===== src/rtl/alu_multicycle.sv =====
// Multi-cycle RV32IM execute ALU: single-cycle ops plus MUL, compares and an
// iterative restoring divider, with valid/ready handshakes on both sides.
module alu_multicycle #(
  parameter int DATA_WIDTH    = 32,
  parameter int OPCODE_LENGTH = 4,
  parameter bit ENABLE_DIV    = 1'b1
) (
  input  logic                     clk,
  input  logic                     rst_n,
  input  logic                     in_valid,
  output logic                     in_ready,
  input  logic [DATA_WIDTH-1:0]    SrcA,
  input  logic [DATA_WIDTH-1:0]    SrcB,
  input  logic [OPCODE_LENGTH-1:0] Operation,
  output logic                     out_valid,
  input  logic                     out_ready,
  output logic [DATA_WIDTH-1:0]    ALUResult,
  output logic                     Zero
);

  localparam int SW = $clog2(DATA_WIDTH);
  localparam int CW = SW + 1;
  localparam logic [CW-1:0]         CNT_LOAD = CW'(DATA_WIDTH);
  localparam logic [CW-1:0]         CNT_ONE  = {{(CW-1){1'b0}}, 1'b1};
  localparam logic [DATA_WIDTH-1:0] ZERO_V   = {DATA_WIDTH{1'b0}};
  localparam logic [DATA_WIDTH-1:0] ONES_V   = {DATA_WIDTH{1'b1}};
  localparam logic [DATA_WIDTH-1:0] MIN_V    = {1'b1, {(DATA_WIDTH-1){1'b0}}};

  typedef enum logic [1:0] {IDLE = 2'd0, DIV = 2'd1, DONE = 2'd2} state_t;

  function automatic logic [DATA_WIDTH-1:0] negate(input logic [DATA_WIDTH-1:0] v);
    return (~v) + {{(DATA_WIDTH-1){1'b0}}, 1'b1};
  endfunction

  function automatic logic [DATA_WIDTH-1:0] bool_word(input logic b);
    return {{(DATA_WIDTH-1){1'b0}}, b};
  endfunction

  state_t                state_r;
  logic                  out_valid_r;
  logic                  zero_r;
  logic [DATA_WIDTH-1:0] res_r;
  logic [DATA_WIDTH-1:0] quot_r;
  logic [DATA_WIDTH-1:0] rem_r;
  logic [DATA_WIDTH-1:0] divisor_r;
  logic [CW-1:0]         cnt_r;
  logic                  neg_q_r;
  logic                  neg_r_r;
  logic                  is_rem_r;

  logic                  accept_s;
  logic                  is_div_s;
  logic                  div_signed_s;
  logic                  div_zero_s;
  logic                  div_ovf_s;
  logic                  div_fast_s;
  logic [DATA_WIDTH-1:0] a_abs_s;
  logic [DATA_WIDTH-1:0] b_abs_s;
  logic [DATA_WIDTH-1:0] mul_s;
  logic [DATA_WIDTH-1:0] alu_s;
  logic [DATA_WIDTH:0]   rem_sh_s;
  logic [DATA_WIDTH:0]   diff_s;
  logic [DATA_WIDTH-1:0] q_nx_s;
  logic [DATA_WIDTH-1:0] r_nx_s;
  logic [DATA_WIDTH-1:0] div_res_s;

  // A new op is taken when idle, or when the held result is consumed in the same cycle.
  assign in_ready  = (state_r == IDLE) || ((state_r == DONE) && out_ready);
  assign accept_s  = in_valid && in_ready;
  assign out_valid = out_valid_r;
  assign ALUResult = res_r;
  assign Zero      = zero_r;

  assign is_div_s     = Operation[3] & Operation[2];
  assign div_signed_s = Operation[1];
  assign div_zero_s   = (SrcB == ZERO_V);
  assign div_ovf_s    = div_signed_s && (SrcA == MIN_V) && (SrcB == ONES_V);
  assign div_fast_s   = !ENABLE_DIV || div_zero_s || div_ovf_s;
  assign mul_s        = SrcA * SrcB;

  // Operand magnitudes handed to the iterative divider.
  always_comb begin
    a_abs_s = SrcA;
    b_abs_s = SrcB;
    if (div_signed_s && SrcA[DATA_WIDTH-1]) begin
      a_abs_s = negate(SrcA);
    end else begin
      a_abs_s = SrcA;
    end
    if (div_signed_s && SrcB[DATA_WIDTH-1]) begin
      b_abs_s = negate(SrcB);
    end else begin
      b_abs_s = SrcB;
    end
  end

  // Single-cycle result, including the divide cases resolved without iterating.
  always_comb begin
    alu_s = ZERO_V;
    case (Operation)
      4'b0000: alu_s = SrcA & SrcB;
      4'b0001: alu_s = SrcA | SrcB;
      4'b0010: alu_s = SrcA + SrcB;
      4'b0011: alu_s = SrcA ^ SrcB;
      4'b0100: alu_s = SrcA << SrcB[SW-1:0];
      4'b0101: alu_s = SrcA >> SrcB[SW-1:0];
      4'b0110: alu_s = SrcA - SrcB;
      4'b0111: alu_s = bool_word($signed(SrcA) < $signed(SrcB));
      4'b1000: alu_s = bool_word(SrcA == SrcB);
      4'b1001: alu_s = $signed(SrcA) >>> SrcB[SW-1:0];
      4'b1010: alu_s = bool_word(SrcA < SrcB);
      4'b1011: alu_s = mul_s;
      4'b1100, 4'b1101, 4'b1110, 4'b1111: begin
        if (!ENABLE_DIV) begin
          alu_s = ZERO_V;
        end else if (div_zero_s) begin
          alu_s = Operation[0] ? SrcA : ONES_V;
        end else if (div_ovf_s) begin
          alu_s = Operation[0] ? ZERO_V : MIN_V;
        end else begin
          alu_s = ZERO_V;
        end
      end
      default: alu_s = ZERO_V;
    endcase
  end

  // One restoring shift-subtract step; the final step also applies the sign fixup.
  always_comb begin
    rem_sh_s = {rem_r, quot_r[DATA_WIDTH-1]};
    diff_s   = rem_sh_s - {1'b0, divisor_r};
    q_nx_s   = {quot_r[DATA_WIDTH-2:0], ~diff_s[DATA_WIDTH]};
    if (diff_s[DATA_WIDTH]) begin
      r_nx_s = rem_sh_s[DATA_WIDTH-1:0];
    end else begin
      r_nx_s = diff_s[DATA_WIDTH-1:0];
    end
    if (is_rem_r) begin
      div_res_s = neg_r_r ? negate(r_nx_s) : r_nx_s;
    end else begin
      div_res_s = neg_q_r ? negate(q_nx_s) : q_nx_s;
    end
  end

  // Control FSM with registered result, Zero flag and out_valid.
  always_ff @(posedge clk or negedge rst_n) begin
    if (!rst_n) begin
      state_r     <= IDLE;
      out_valid_r <= 1'b0;
      res_r       <= ZERO_V;
      zero_r      <= 1'b1;
      quot_r      <= ZERO_V;
      rem_r       <= ZERO_V;
      divisor_r   <= ZERO_V;
      cnt_r       <= {CW{1'b0}};
      neg_q_r     <= 1'b0;
      neg_r_r     <= 1'b0;
      is_rem_r    <= 1'b0;
    end else begin
      case (state_r)
        IDLE, DONE: begin
          if (accept_s) begin
            if (is_div_s && !div_fast_s) begin
              state_r     <= DIV;
              out_valid_r <= 1'b0;
              quot_r      <= a_abs_s;
              rem_r       <= ZERO_V;
              divisor_r   <= b_abs_s;
              cnt_r       <= CNT_LOAD;
              neg_q_r     <= div_signed_s & (SrcA[DATA_WIDTH-1] ^ SrcB[DATA_WIDTH-1]);
              neg_r_r     <= div_signed_s & SrcA[DATA_WIDTH-1];
              is_rem_r    <= Operation[0];
            end else begin
              state_r     <= DONE;
              out_valid_r <= 1'b1;
              res_r       <= alu_s;
              zero_r      <= (alu_s == ZERO_V);
            end
          end else if ((state_r == DONE) && out_ready) begin
            state_r     <= IDLE;
            out_valid_r <= 1'b0;
          end else begin
            state_r     <= state_r;
          end
        end
        DIV: begin
          quot_r <= q_nx_s;
          rem_r  <= r_nx_s;
          cnt_r  <= cnt_r - CNT_ONE;
          if (cnt_r == CNT_ONE) begin
            state_r     <= DONE;
            out_valid_r <= 1'b1;
            res_r       <= div_res_s;
            zero_r      <= (div_res_s == ZERO_V);
          end else begin
            state_r     <= DIV;
          end
        end
        default: begin
          state_r     <= IDLE;
          out_valid_r <= 1'b0;
        end
      endcase
    end
  end

endmodule


===== config.mk =====
export PLATFORM = sky130hd
export DESIGN_NAME = alu_multicycle
export DESIGN_NICKNAME = d
export VERILOG_FILES = /design/src/rtl/alu_multicycle.sv
export SDC_FILE = /design/constraint.sdc
export NUM_CORES = 2
export LEC_CHECK = 0
export ABC_AREA = 1
export CORE_MARGIN = 2
export CORE_UTILIZATION = 30
export CTS_CLUSTER_SIZE = 16
export DETAILED_ROUTE_END_ITERATION = 10
export SLEW_MARGIN = 20
export SYNTH_ARGS = -nofsm -noshare
export SYNTH_HDL_FRONTEND = slang
export SYNTH_SLANG_ARGS = --single-unit

===== constraint.sdc =====
create_clock -name clk -period 11.2 [get_ports clk]
set_clock_uncertainty 0.1 [all_clocks]
set_input_delay 1.12 -clock clk [delete_from_list [all_inputs] [get_ports clk]]
set_output_delay 1.12 -clock clk [all_outputs]
set_load 0.005 [all_outputs]

==> results.md <==
* Register bit count reported by yosys at between 100 and 150
* Worst R2R Start: quot_r[31]
* Synthesized-area fraction occupied by xor and xnor cells at under 10%
* Top cells by area, synth: sky130_fd_sc_hd__fa_1 (21%), sky130_fd_sc_hd__nand2_1 (17%), sky130_fd_sc_hd__inv_1 (12%)
* Max-cap viol count at 0
* Routability cong. at approximately 1.1
* Most used standard cell by instance count after synthesis: sky130_fd_sc_hd__nand2_1
* Gate count of the mapped netlist at 6,154
* Worst-skew pair later-pin latency at 460 ps
* Synth Warn # at 0
* TritonRoute pass-1 iters at 7
* Result of the run: complete, no violations
* Post-synthesis instance area at 38,600 um^2
* CP max stage cell: sky130_fd_sc_hd__clkdlybuf4s50_1
* Number of cells upsized or downsized after cts at 0
* Avg Inst Size Synth at 6.28 um^2
* Worst setup slack for register-to-register paths at 4300 ps
* Relative slew slack at between 10% and 20%
* Hold-fix buffers at CTS at 0
* Number of buffers inserted during clock tree synthesis at 17
* Die boundary width at approximately 360 um
* Largest stage delay on the critical path at 1230 ps
* Synth top area share at a little over a fifth
* Via total after detailed routing at ~42,000
* Sum of routed wire length over all layers at 196 mm
* Pin count of the biggest net entering global routing at 88
* Number of buffers on the longest clock path at 2
* Via count of the first global-routing pass at 40,700
* CTS clk-pin slew, worst paths at around 70 ps
* GRT Overall Usage at between 20 and 30%
* Floorplan die height at 363 um
* Initial core utilization at between 30% and 40%
* Endpoint, Worst Hold: ALUResult[14]
* Number of synthesized flops with an enable pin at 0
* Sequential share of the synthesized area at under 10%
* Number of H-tree levels at 4
* Detail Route met3 WL at between 15 and 20 mm
* Number of cells traversed by the worst register-to-register path at 32
* # Post-CTS Setup Buffers at 0
* Commonest register cell after synthesis: sky130_fd_sc_hd__dfrtp_1
* Kind of cell adding the most delay to the critical path: adder cells
* Fraction of layout cells with a size suffix above 1 at 4.34%
* Fillers at between 10,000 and 15,000
* Adder-Cell Fraction of Synth Area at a little under 30%
* Number of buffer and inverter stages on the critical path at 4
* Fraction of the mapped netlist area in simple logic gates at 28.7%
* Total grt overflow at 0
* Clock tree from TritonCTS: built
* CP Capture Type: flop
* RR Endpoint: ALUResult[28]
* Final ANT Viol Nets at 0
* Multi-input combinational cell area at 29,400 um^2
* FP Rows at 131
* Most prevalent standard cell on the critical path: sky130_fd_sc_hd__fa_1
* Arrival @ worst endpoint at 10,170 ps
* Synth unique cells at 62
* Number of nets in the synthesized netlist at about 6,900
* Critical Path Fanout Max at 17
* Cells on Worst Hold Path at 2
* Post-route minimum period at 9880 ps
* Total core area at ~130,000 um^2
* Wire length per cell after detailed routing at around 25 um
* Min-Delay Startpoint: ALUResult[14]
* Area delta synth->final at 9.16%
* Ranking of synthesized cells by instance count: sky130_fd_sc_hd__nand2_1 (1,712), sky130_fd_sc_hd__inv_1 (1,207), sky130_fd_sc_hd__nor2_1 (456)
* Dominant combinational cell family by area after synthesis: adder cells
* Data required time of the critical path at roughly 11,000 ps
* IO Port Bufs at 106
* Maximum frequency from static timing analysis at 101 MHz
* Sinks on Clock Net at 141
* Highest metal layer with signal wires: met5
* Kind of start point of the critical path: input pin
* Die outline area at around 130,000 um^2
* Setup Viol. Count Final at 0
* Setup repair after global routing missed its margin: no
* Post-route setup TNS at 0 ps
* Nets at 6,852
* Slew @ Worst Pin at 1240 ps
* Number of antenna violations at the first check in global routing at 13
* Post-detailed-placement half-perimeter wirelength at 161 mm
* Max Slew Vio Count at 0
* Sum of met2 wire segment lengths after detailed routing at between 80 and 90 mm
* Part of the cycle the worst path needs at 88.2%
* Seq. cell area at 3530 um^2
* Cell taking the most area after synthesis: sky130_fd_sc_hd__fa_1
* Initial detailed-routing violation count at 5,292
* CTS root buffer: sky130_fd_sc_hd__clkbuf_16
* First-pass GRT wire length at 282 mm
* Type of the most critical hold path: flop to flop
* Multiplexer share of the synthesized area at less than 1%
* M1 wire length at 82.8 mm
* Critical path class: input pin to flop
* Mean number of vias per cell at 5.39
* Number of remaining DRC errors at 0
* Synth Area in Compound Gates at between 10% and 20%
* Number of top-level pins at ~110
* Final Hold Violating Endpoints at 0
* Fraction of registers with async set or reset after synthesis at 100%
## how the worst max path moves through the flow
stage | startpoint | end | slack (ps) | cells after the start
3_3_place_gp | SrcA[14] | Zero | 1020 | 29
3_5_place_dp | SrcA[14] | Zero | 1140 | 29
5_1_grt | SrcA[14] | Zero | 1180 | 29
4_1_cts | SrcA[14] | Zero | 1550 | 29
2_1_floorplan | SrcB[2] | Zero | 2390 | 36
6_report | SrcA[14] | Zero | 1320 | 29
## registers in the layout, indices dropped and copies added (netlist names)
| register | count |
|---|---|
| Zero | 1 |
| cnt_r | 6 |
| rem_r | 32 |
| neg_r_r | 1 |
| state_r | 2 |
| neg_q_r | 1 |
| quot_r | 32 |
| ALUResult | 32 |
| is_rem_r | 1 |
| out_valid | 1 |
| divisor_r | 32 |
## cells in the final DEF, fill, tap and decap left out, types with 22 or more instances in the layout
| cell type | n |
|---|---|
| sky130_fd_sc_hd__nand2_1 | 1712 |
| sky130_fd_sc_hd__fa_1 | 411 |
| sky130_fd_sc_hd__clkdlybuf4s50_1 | 91 |
| sky130_fd_sc_hd__ha_1 | 259 |
| sky130_fd_sc_hd__o22ai_1 | 56 |
| sky130_fd_sc_hd__nor2_1 | 452 |
| sky130_fd_sc_hd__nand4_1 | 57 |
| sky130_fd_sc_hd__xnor2_1 | 22 |
| sky130_fd_sc_hd__o211ai_1 | 53 |
| sky130_fd_sc_hd__o21ai_0 | 430 |
| sky130_fd_sc_hd__inv_1 | 1205 |
| sky130_fd_sc_hd__a21oi_1 | 302 |
| sky130_fd_sc_hd__nand3_1 | 302 |
| sky130_fd_sc_hd__dfrtp_1 | 140 |
| sky130_fd_sc_hd__nand2_2 | 29 |
| sky130_fd_sc_hd__o221ai_1 | 27 |
| sky130_fd_sc_hd__buf_4 | 127 |
| sky130_fd_sc_hd__xor2_1 | 97 |
| sky130_fd_sc_hd__nor3_1 | 64 |
## cell type report
type	count	area share [%]
multi-input combinational	4497	69.6
inverter	1219	10.9
sequential	141	8.37
tap	1662	4.93
timing repair buffer	234	4.70
clock buffer	17	1.01
clock inverter	15	0.469
antenna	8	0.0475
## kinds of logic (layout without fill, tap and decap cells)
family          count (synthesis)  in the layout
buf+inv                      1516           1485
fa+ha+maj                     670            670
mux                            16             16
xor+xnor                      119            119
other cells                     0              8
flops                         141            141
simple gates                 2700           2700
compound gates                992            992
## routing by layer
layer	track usage (%)	vias up
li1	-	19000
met1	39.6	20400
met2	45.3	2190
met3	5.17	418
met4	12.8	14
met5	0	-
## worst min-delay path, cell delays in order (launching register included)
cell	delay, ps
sky130_fd_sc_hd__dfrtp_1	340
sky130_fd_sc_hd__nand2_1	50
sky130_fd_sc_hd__o21ai_0	60
## stage by stage
| stage | hold slack [ps] | instance area, um^2 | worst slack [ps] | util [%] | instances |
|---|---|---|---|---|---|
| 2_1_floorplan | 352 | 38600 | 2390 | - | 6154 |
| 3_3_place_gp | 362 | 41500 | 1020 | 32.5 | 7753 |
| 3_5_place_dp | 366 | 41500 | 1140 | 32.5 | 7753 |
| 4_1_cts | 387 | 42100 | 1550 | 33.0 | 7785 |
| 5_1_grt | 406 | 42100 | 1180 | 33.0 | 7785 |
| 6_report | 385 | 42200 | 1320 | 33.0 | 7793 |
Power is not shown: default switching activity piles up to over one toggle a cycle in this logic, so the estimate is an artifact.
